File: config.mk
export PLATFORM = sky130hd
export DESIGN_NAME = mem_port_arbiter
export DESIGN_NICKNAME = d
export VERILOG_FILES = /design/src/rtl/mem_port_arbiter.sv
export SDC_FILE = /design/constraint.sdc
export NUM_CORES = 1
export LEC_CHECK = 0
export ABC_CLOCK_PERIOD_IN_PS = 2400
export CAP_MARGIN = 5
export CELL_PAD_IN_SITES_DETAIL_PLACEMENT = 0
export CELL_PAD_IN_SITES_GLOBAL_PLACEMENT = 1
export CORE_ASPECT_RATIO = 1.5
export CORE_UTILIZATION = 30
export CTS_CLUSTER_SIZE = 28
export DETAILED_ROUTE_END_ITERATION = 16
export PLACE_DENSITY_LB_ADDON = 0.15
export SYNTH_ARGS = -nofsm -noshare
export SYNTH_HDL_FRONTEND = slang
export SYNTH_SLANG_ARGS = --single-unit
File: constraint.sdc
create_clock -name clk -period 2.4 [get_ports clk]
set_clock_uncertainty 0.1 [all_clocks]
set_input_delay 0.48 -clock clk [delete_from_list [all_inputs] [get_ports clk]]
set_output_delay 0.48 -clock clk [all_outputs]
set_load 0.03 [all_outputs]
File: src/rtl/mem_port_arbiter.sv
// ---------------------------------------------------------------------------
// mem_port_arbiter
//
// Purpose:
//   Lets the core's instruction-fetch port and its data load/store port share
//   one single-port synchronous memory. Each requester uses a req/ack
//   handshake, and the arbiter runs one memory transaction at a time.
//   By default data has priority. A starvation counter forces a fetch grant
//   after STARVE_LIM consecutive data grants made while fetch was waiting.
//
// Build option:
//   ARB_ROUND_ROBIN_EN - when defined, contended grants alternate between the
//   two requesters and the starvation counter is held at zero.
//
// Parameters:
//   AW         byte address width (passed through unchanged)
//   DW         data width
//   MEM_LAT    memory read latency, m_en to valid m_rdata (1..7)
//   STARVE_LIM data grants allowed while fetch waits (1..15)
//
// Ports:
//   clk, rst                  clock, synchronous active-high reset
//   i_req/i_addr              fetch request and address
//   i_rdata/i_ack             fetched word (held) and completion pulse
//   d_req/d_we/d_mask/d_addr/d_wdata
//                             data request, store flag, byte mask, operands
//   d_rdata/d_ack             load data (held) and completion pulse
//   m_en/m_we/m_mask/m_addr/m_wdata
//                             memory strobe and request fields
//   m_rdata                   memory read data
// ---------------------------------------------------------------------------
module mem_port_arbiter #(
  parameter int AW         = 32,
  parameter int DW         = 32,
  parameter int MEM_LAT    = 1,
  parameter int STARVE_LIM = 4
) (
  input  logic          clk,
  input  logic          rst,
  input  logic          i_req,
  input  logic [AW-1:0] i_addr,
  output logic [DW-1:0] i_rdata,
  output logic          i_ack,
  input  logic          d_req,
  input  logic          d_we,
  input  logic [3:0]    d_mask,
  input  logic [AW-1:0] d_addr,
  input  logic [DW-1:0] d_wdata,
  output logic [DW-1:0] d_rdata,
  output logic          d_ack,
  output logic          m_en,
  output logic          m_we,
  output logic [3:0]    m_mask,
  output logic [AW-1:0] m_addr,
  output logic [DW-1:0] m_wdata,
  input  logic [DW-1:0] m_rdata
);

  typedef enum logic [1:0] {IDLE, ISSUE, WAIT, DONE} state_t;

  localparam logic [2:0] LatLoadC   = 3'(MEM_LAT - 1);
  localparam logic [3:0] StarveLimC = 4'(STARVE_LIM);

  state_t        state_q;
  logic          grantFetch_q;
  logic          we_q;
  logic [3:0]    mask_q;
  logic [AW-1:0] addr_q;
  logic [DW-1:0] wdata_q;
  logic [DW-1:0] iRdata_q;
  logic [DW-1:0] dRdata_q;
  logic          mEn_q;
  logic          mWe_q;
  logic          iAck_q;
  logic          dAck_q;
  logic [2:0]    latCnt_q;
  logic [3:0]    starveCnt_q;
`ifdef ARB_ROUND_ROBIN_EN
  logic          lastFetch_q;
`endif

  logic          anyReq_d;
  logic          fetchWins_d;
  logic [3:0]    starveCnt_d;

  // Winner selection for the IDLE decision, and the starvation count that
  // the decision would leave behind. Only used when a grant is made.
  always_comb begin
    anyReq_d = i_req | d_req;
`ifdef ARB_ROUND_ROBIN_EN
    fetchWins_d = i_req & (~d_req | ~lastFetch_q);
    starveCnt_d = 4'd0;
`else
    fetchWins_d = i_req & (~d_req | (starveCnt_q == StarveLimC));
    starveCnt_d = starveCnt_q;
    if (fetchWins_d || !i_req) begin
      starveCnt_d = 4'd0;
    end else if (starveCnt_q != StarveLimC) begin
      starveCnt_d = starveCnt_q + 4'd1;
    end
`endif
  end

  // Transaction FSM. The memory strobe and both acks are registered and are
  // set on the transition into the state in which they must be visible.
  always_ff @(posedge clk) begin
    if (rst) begin
      state_q      <= IDLE;
      grantFetch_q <= 1'b0;
      we_q         <= 1'b0;
      mask_q       <= 4'b0;
      addr_q       <= '0;
      wdata_q      <= '0;
      iRdata_q     <= '0;
      dRdata_q     <= '0;
      mEn_q        <= 1'b0;
      mWe_q        <= 1'b0;
      iAck_q       <= 1'b0;
      dAck_q       <= 1'b0;
      latCnt_q     <= 3'd0;
      starveCnt_q  <= 4'd0;
`ifdef ARB_ROUND_ROBIN_EN
      // Starting at "fetch granted last" makes the first contended grant data.
      lastFetch_q  <= 1'b1;
`endif
    end else begin
      mEn_q  <= 1'b0;
      mWe_q  <= 1'b0;
      iAck_q <= 1'b0;
      dAck_q <= 1'b0;
      case (state_q)
        IDLE: begin
          if (anyReq_d) begin
            grantFetch_q <= fetchWins_d;
            starveCnt_q  <= starveCnt_d;
`ifdef ARB_ROUND_ROBIN_EN
            lastFetch_q  <= fetchWins_d;
`endif
            mEn_q        <= 1'b1;
            state_q      <= ISSUE;
            if (fetchWins_d) begin
              addr_q <= i_addr;
              we_q   <= 1'b0;
              mask_q <= 4'b0;
            end else begin
              addr_q  <= d_addr;
              we_q    <= d_we;
              mask_q  <= d_we ? d_mask : 4'b0;
              wdata_q <= d_wdata;
              mWe_q   <= d_we;
            end
          end
        end
        ISSUE: begin
          if (we_q) begin
            state_q <= DONE;
            iAck_q  <= grantFetch_q;
            dAck_q  <= ~grantFetch_q;
          end else begin
            latCnt_q <= LatLoadC;
            if (LatLoadC == 3'd0) begin
              state_q <= DONE;
              iAck_q  <= grantFetch_q;
              dAck_q  <= ~grantFetch_q;
            end else begin
              state_q <= WAIT;
            end
          end
        end
        WAIT: begin
          // Leaving on a count of one means the counter reaches zero exactly
          // as DONE is entered, which is when m_rdata becomes valid.
          latCnt_q <= latCnt_q - 3'd1;
          if (latCnt_q == 3'd1) begin
            state_q <= DONE;
            iAck_q  <= grantFetch_q;
            dAck_q  <= ~grantFetch_q;
          end
        end
        DONE: begin
          if (!we_q) begin
            if (grantFetch_q) begin
              iRdata_q <= m_rdata;
            end else begin
              dRdata_q <= m_rdata;
            end
          end
          state_q <= IDLE;
        end
        default: state_q <= IDLE;
      endcase
    end
  end

  // Read data is first valid in the DONE cycle, alongside the ack. The data
  // is forwarded straight from memory in that cycle and then held in the
  // capture register.
  always_comb begin
    i_rdata = iRdata_q;
    d_rdata = dRdata_q;
    if (iAck_q) begin
      i_rdata = m_rdata;
    end
    if (dAck_q && !we_q) begin
      d_rdata = m_rdata;
    end
  end

  assign i_ack   = iAck_q;
  assign d_ack   = dAck_q;
  assign m_en    = mEn_q;
  assign m_we    = mWe_q;
  assign m_mask  = mask_q;
  assign m_addr  = addr_q;
  assign m_wdata = wdata_q;

endmodule

==> summary.txt, run 1 <==
Drt
  – Drt total wl: 19300 µm
  – Initial DRC Count: 364
  – Routed vias: 5984
  – DR WL/cell: 15.3 µm
  – Via/cell ratio: 4.74
  – DR pass1 iterations: 5
  – # DRC: 0
  – ANT nets after route: 0

Placement
  – Gpl congestion: 0.716
  – Place WS: -0.00963 ns
  – I/O Buffers: 272
  – Hpwl dp: 12900 µm

Setup path
  – Kind of end point of the critical path: output port
  – Slowest-stage cell, CP: mux2_2
  – Crit-path max cell delay: 0.33 ns
  – CP bufs+invs: 3
  – CP Max Fanout: 13
  – Setup CP Type: flop to output port
  – Crit-path leading delay family: buffers and inverters
  – Critical path cell sequence: nor2b_4 > buf_12 > buf_8 > mux2_2 > buf_4
  – Required time worst endpoint: 1.82 ns
  – Critical Path AT: 1.76 ns
  – CP Launch Type: flop

Synth
  – Syn nets: 853
  – Mapped cell area: 0.00606 mm²
  – #FFs+latches synth: 147
  – Syn Inst Count: 707
  – Async set-or-reset flop fraction in the synthesized netlist: 0
  – Ys flop type: dfxtp_1
  – Sequential area share after synthesis: 0.485
  – EDFF count, synth: 0
  – Synthesized area per cell: 8.58 µm²
  – Yosys Warn Count: 0
  – Yosys cell types: 33

Run status
  – Outcome: completed

STA
  – TNS Setup: 0 ns
  – Tcrit/Tclk final: 0.975
  – Final Setup Violations: 0
  – Worst slew pin tran: 0.410 ns
  – Slew headroom: 0.726
  – F_max: 427 MHz
  – RSZ-0062 raised after global routing: yes
  – Fin. Hold Viols: 0
  – Count of pins over their slew limit: 0
  – Post-route setup slack: 0.0590 ns
  – Period minus WS final: 2.34 ns

Floorplanning
  – Core Footprint: 0.0198 mm²
  – Site Rows: 63
  – I/O pins: 273
  – DIE AREA: 0.0208 mm²
  – Initial Utilization: 0.307
  – Die width: 118 µm
  – Die Y: 176 µm

Cells and area
  – N_diodes: 0
  – Nets: 1135
  – Area added between synthesis and finish: 65.2%
  – Layout cells sized above 1: 0.173
  – Commonest cells after routing, fill and taps aside: nand2_1, clkdlybuf4s50_1, dfxtp_1

GRT
  – Vias in the first global route: 5889
  – GRT overflow: 0
  – Largest net degree at the start of global routing: 65
  – First-pass GRT wire length: 31000 µm
  – Total track usage: 0.189
  – Initial antenna violation count: 0

CTS
  – Root buffer cell: clkbuf_16
  – Clock tree sinks: 147
  – Hold buffer count at cts: 0
  – CTS tree: built
  – Clock latency on the worst-skew pair: 0.41 ns
  – H-tree levels: 4
  – CTS clk-pin slew, worst paths: 0.06 ns
  – TritonCTS Buffers: 17
  – Clock buffer depth: 2

Flow run
  – Max Cap Viol: 0

Power and ir drop
  – Power Dens Cells: 849 mW/mm²
  – Power Total: 8.51 mW
  – Peak supply drop: 432 µV
  – LEAKAGE: 3.89 nW

Worst hold path
  – Hold Crit Class: input port to flop
[synthesized netlist by cell type (5+ instances only)]
master | count | area share
buf_2 | 13 | 0.011
inv_1 | 10 | 0.0062
a222oi_1 | 31 | 0.051
a21oi_1 | 105 | 0.087
dfxtp_1 | 147 | 0.49
nand2_1 | 206 | 0.13
ha_1 | 9 | 0.019
mux2_1 | 21 | 0.039
mux2_2 | 43 | 0.080
nor2_1 | 43 | 0.027
nand4_1 | 5 | 0.0052
clkbuf_1 | 39 | 0.024
[per-layer routing]
metal	vias up	share of wire	routed length, µm	GRT usage
met3	14	0.056	1090	0.0526
met4	0	0.013	256	0.0598
met2	187	0.53	10200	0.347
met1	2790	0.40	7770	0.209
met5	-	0	0	0
li1	2993	-	-	-
[final timing paths]
kind	end	startpoint	depth (start not counted)	slack [ns]
min reg2reg	iRdata_q[11]	iRdata_q[11]	2	0.35
max reg2reg	m_addr[26]	state_q[0]	6	0.57
min	m_mask[3]	rst	2	0.30
max	d_rdata[13]	d_ack	5	0.06
[sequential cells by signal (all words and copies together) (netlist names), 2 cells and up]
signal,count
latCnt_q,3
dRdata_q,32
state_q,2
starveCnt_q,4
m_mask,4
m_wdata,32
m_addr,32
iRdata_q,32
[repair_timing]
action                                  in CTS  in global routing
buffers inserted                             3                  1
hold endpoints to repair                     0                  0
resized for setup                           77                  7
gates cloned                                 1                  0
endpoints found under the setup margin      41                 19
[cell type report]
type                            instances  area (µm²)
Clock buffer                           22         454
Sequential cell                       147        2950
Inverter                               10        37.5
Timing Repair Buffer                  318        3260
Clock inverter                         10         109
Fill cell                            1900        9770
Tap cell                              260         325
Multi-Input combinational cell        495        2890
[kinds of logic (layout without fill, tap and decap cells)]
group / Yosys count / count (layout) / share of synthesized area
compound gates: 149 / 149 / 0.152
simple gates: 269 / 269 / 0.176
buf+inv: 65 / 360 / 0.0429
flops: 147 / 147 / 0.485
mux: 66 / 66 / 0.122
xor+xnor: 2 / 2 / 0.00289
fa+ha+maj: 9 / 9 / 0.0186
[through the flow]
step	utilization	area [µm²]	hold slack [ns]	instances
5_1_grt	0.506	10000	0.295	1262
6_report	0.506	10000	0.303	1262
4_1_cts	0.506	10000	0.287	1262
3_3_place_gp	0.473	9350	0.339	1226
2_1_floorplan	-	6060	0.332	707
3_5_place_dp	0.473	9350	0.344	1226
[report_power, final]
group | total, mW | internal (mW) | switching, mW
registers | 2.90 | 2.74 | 0.159
clock network | 2.57 | 1.55 | 1.02
logic | 3.04 | 1.37 | 1.67
total | 8.51 | 5.66 | 2.85
No activity file was read; power rests on OpenSTA's default activity.
==> run 2: changes to the inputs <==
Settings changed: CORE_UTILIZATION 30 to 45, DONT_BUFFER_PORTS set to 1.
==> run 2 against run 1 <==
  * Cell count shrank 32%
  * Critical endpoint is now d_rdata[5]
  * Die area shrank 33%
  * Combinational power shrank 48%
  * Register-to-register slack lost 0.34 ns
  * Critical path type unchanged
==> summary.txt, run 2 (same netlist as run 1, synthesis figures left out) <==
Cells and area
  – Commonest non-fill, non-tap cell in the layout: nand2_1
  – Area added between synthesis and finish: 11.6%
  – N_diodes: 0
  – Post-layout util: 0.517
  – Nets: 828
  – Commonest cells after routing, fill and taps aside: nand2_1, dfxtp_1, a21oi_1
  – Layout cells sized above 1: 0.131
  – Final instance area: 0.00677 mm²
  – Final non-filler cell total: 853
  – Filler cells: 1221

STA
  – Final Setup Violations: 0
  – F_max: 442 MHz
  – Fin. Hold Viols: 0
  – Tcrit/Tclk final: 0.942
  – Period minus WS final: 2.26 ns
  – RSZ-0062 raised after global routing: no
  – Slew headroom: 0.394
  – Hold Slack: 0.0399 ns
  – Count of pins over their slew limit: 0
  – Worst slew pin tran: 0.909 ns

GRT
  – Initial antenna violation count: 0
  – Vias in the first global route: 4729
  – Total track usage: 0.211
  – First-pass GRT wire length: 23500 µm
  – Largest net degree at the start of global routing: 142
  – GRT overflow: 0

Run status
  – Outcome: completed

Setup path
  – Slowest-stage cell, CP: mux2_1
  – Setup CP Type: flop to output port
  – Critical path cell sequence: nor2b_4 > buf_12 > mux2_1
  – Cells on worst reg2reg path: 7
  – Critical Path AT: 1.68 ns
  – CP Max Fanout: 32
  – Crit-path max cell delay: 0.48 ns
  – Required time worst endpoint: 1.82 ns
  – CP Launch Type: flop
  – Kind of end point of the critical path: output port

Placement
  – Gpl congestion: 0.799
  – Placed Cells: 822
  – I/O Buffers: 0
  – Hpwl dp: 10300 µm
  – DP Area: 0.00619 mm²

CTS
  – TritonCTS Buffers: 17
  – Clock buffer depth: 2
  – CTS clk-pin slew, worst paths: 0.06 ns
  – Post-CTS setup buffer count: 0
  – Clock tree sinks: 147
  – Clock latency on the worst-skew pair: 0.41 ns
  – H-tree levels: 4
  – Hold buffer count at cts: 0
  – Post-CTS resize count: 1
  – CTS tree: built
  – Root buffer cell: clkbuf_16

Floorplanning
  – Die width: 96.8 µm
  – Initial Utilization: 0.464
  – DIE AREA: 0.0140 mm²
  – I/O pins: 273
  – Die Y: 144 µm
  – Site Rows: 51
  – Core Footprint: 0.0131 mm²

Drt
  – ANT nets after route: 0
  – DR pass1 iterations: 7
  – DR WL/cell: 18.0 µm
  – Initial DRC Count: 247
  – Via/cell ratio: 5.75
  – Drt total wl: 15300 µm
  – Routed vias: 4901
  – # DRC: 0

Worst hold path
  – Hold Crit Class: input port to flop
  – Worst hold path depth: 1

Power and ir drop
  – Power Dens Cells: 1100 mW/mm²
  – Power Total: 7.44 mW
  – Peak supply drop: 463 µV
  – LEAKAGE: 2.49 nW

Flow run
  – Max Cap Viol: 0
[run 2: area by class of cell]
type / count / area, µm² / area share
Clock buffer: 20 / 447 / 0.0660
Multi-Input combinational cell: 495 / 2900 / 0.428
Inverter: 10 / 37.5 / 0.00555
Clock inverter: 11 / 126 / 0.0187
Timing Repair Buffer: 11 / 120 / 0.0177
Sequential cell: 147 / 2940 / 0.435
Tap cell: 159 / 199 / 0.0294
[run 2: worst paths after layout]
kind,endpoint,from,slack (ns)
worst min register to register,iRdata_q[17],iRdata_q[17],0.34
worst min-delay path,dRdata_q[19],rst,0.04
worst max-delay path,d_rdata[5],we_q,0.14
worst max register to register,m_wdata[19],starveCnt_q[0],0.23
[run 2: critical path: cells and delay by family, from the launching register on]
kind | cells | cell delay, ns
mux | 1 | 0.48
flops | 1 | 0.40
buf+inv | 1 | 0.23
simple gates | 1 | 0.16
[run 2: metal layers]
metal / GRT usage / vias to the layer above / part of all wire / wire length, µm
met1: 0.225 / 2272 / 0.37 / 5680
met3: 0.0580 / 27 / 0.073 / 1120
met5: 0 / - / 0 / 0
met4: 0.107 / 0 / 0.023 / 359
met2: 0.382 / 224 / 0.53 / 8170
li1: - / 2378 / - / -
[run 2: metrics by stage]
stage / worst slack, ns / TNS [ns]
2_1_floorplan: 0.275 / 0
3_3_place_gp: 0.155 / 0
4_1_cts: 0.112 / 0
5_1_grt: 0.0571 / 0
6_report: 0.139 / 0
3_5_place_dp: -0.00325 / -0.00325
[run 2: power breakdown]
group | internal (mW) | leakage, nW | total [mW] | switching (mW)
Clock | 1.56 | 0.269 | 2.56 | 1.01
Sequential | 2.74 | 1.20 | 3.30 | 0.563
Combinational | 0.564 | 1.03 | 1.58 | 1.02
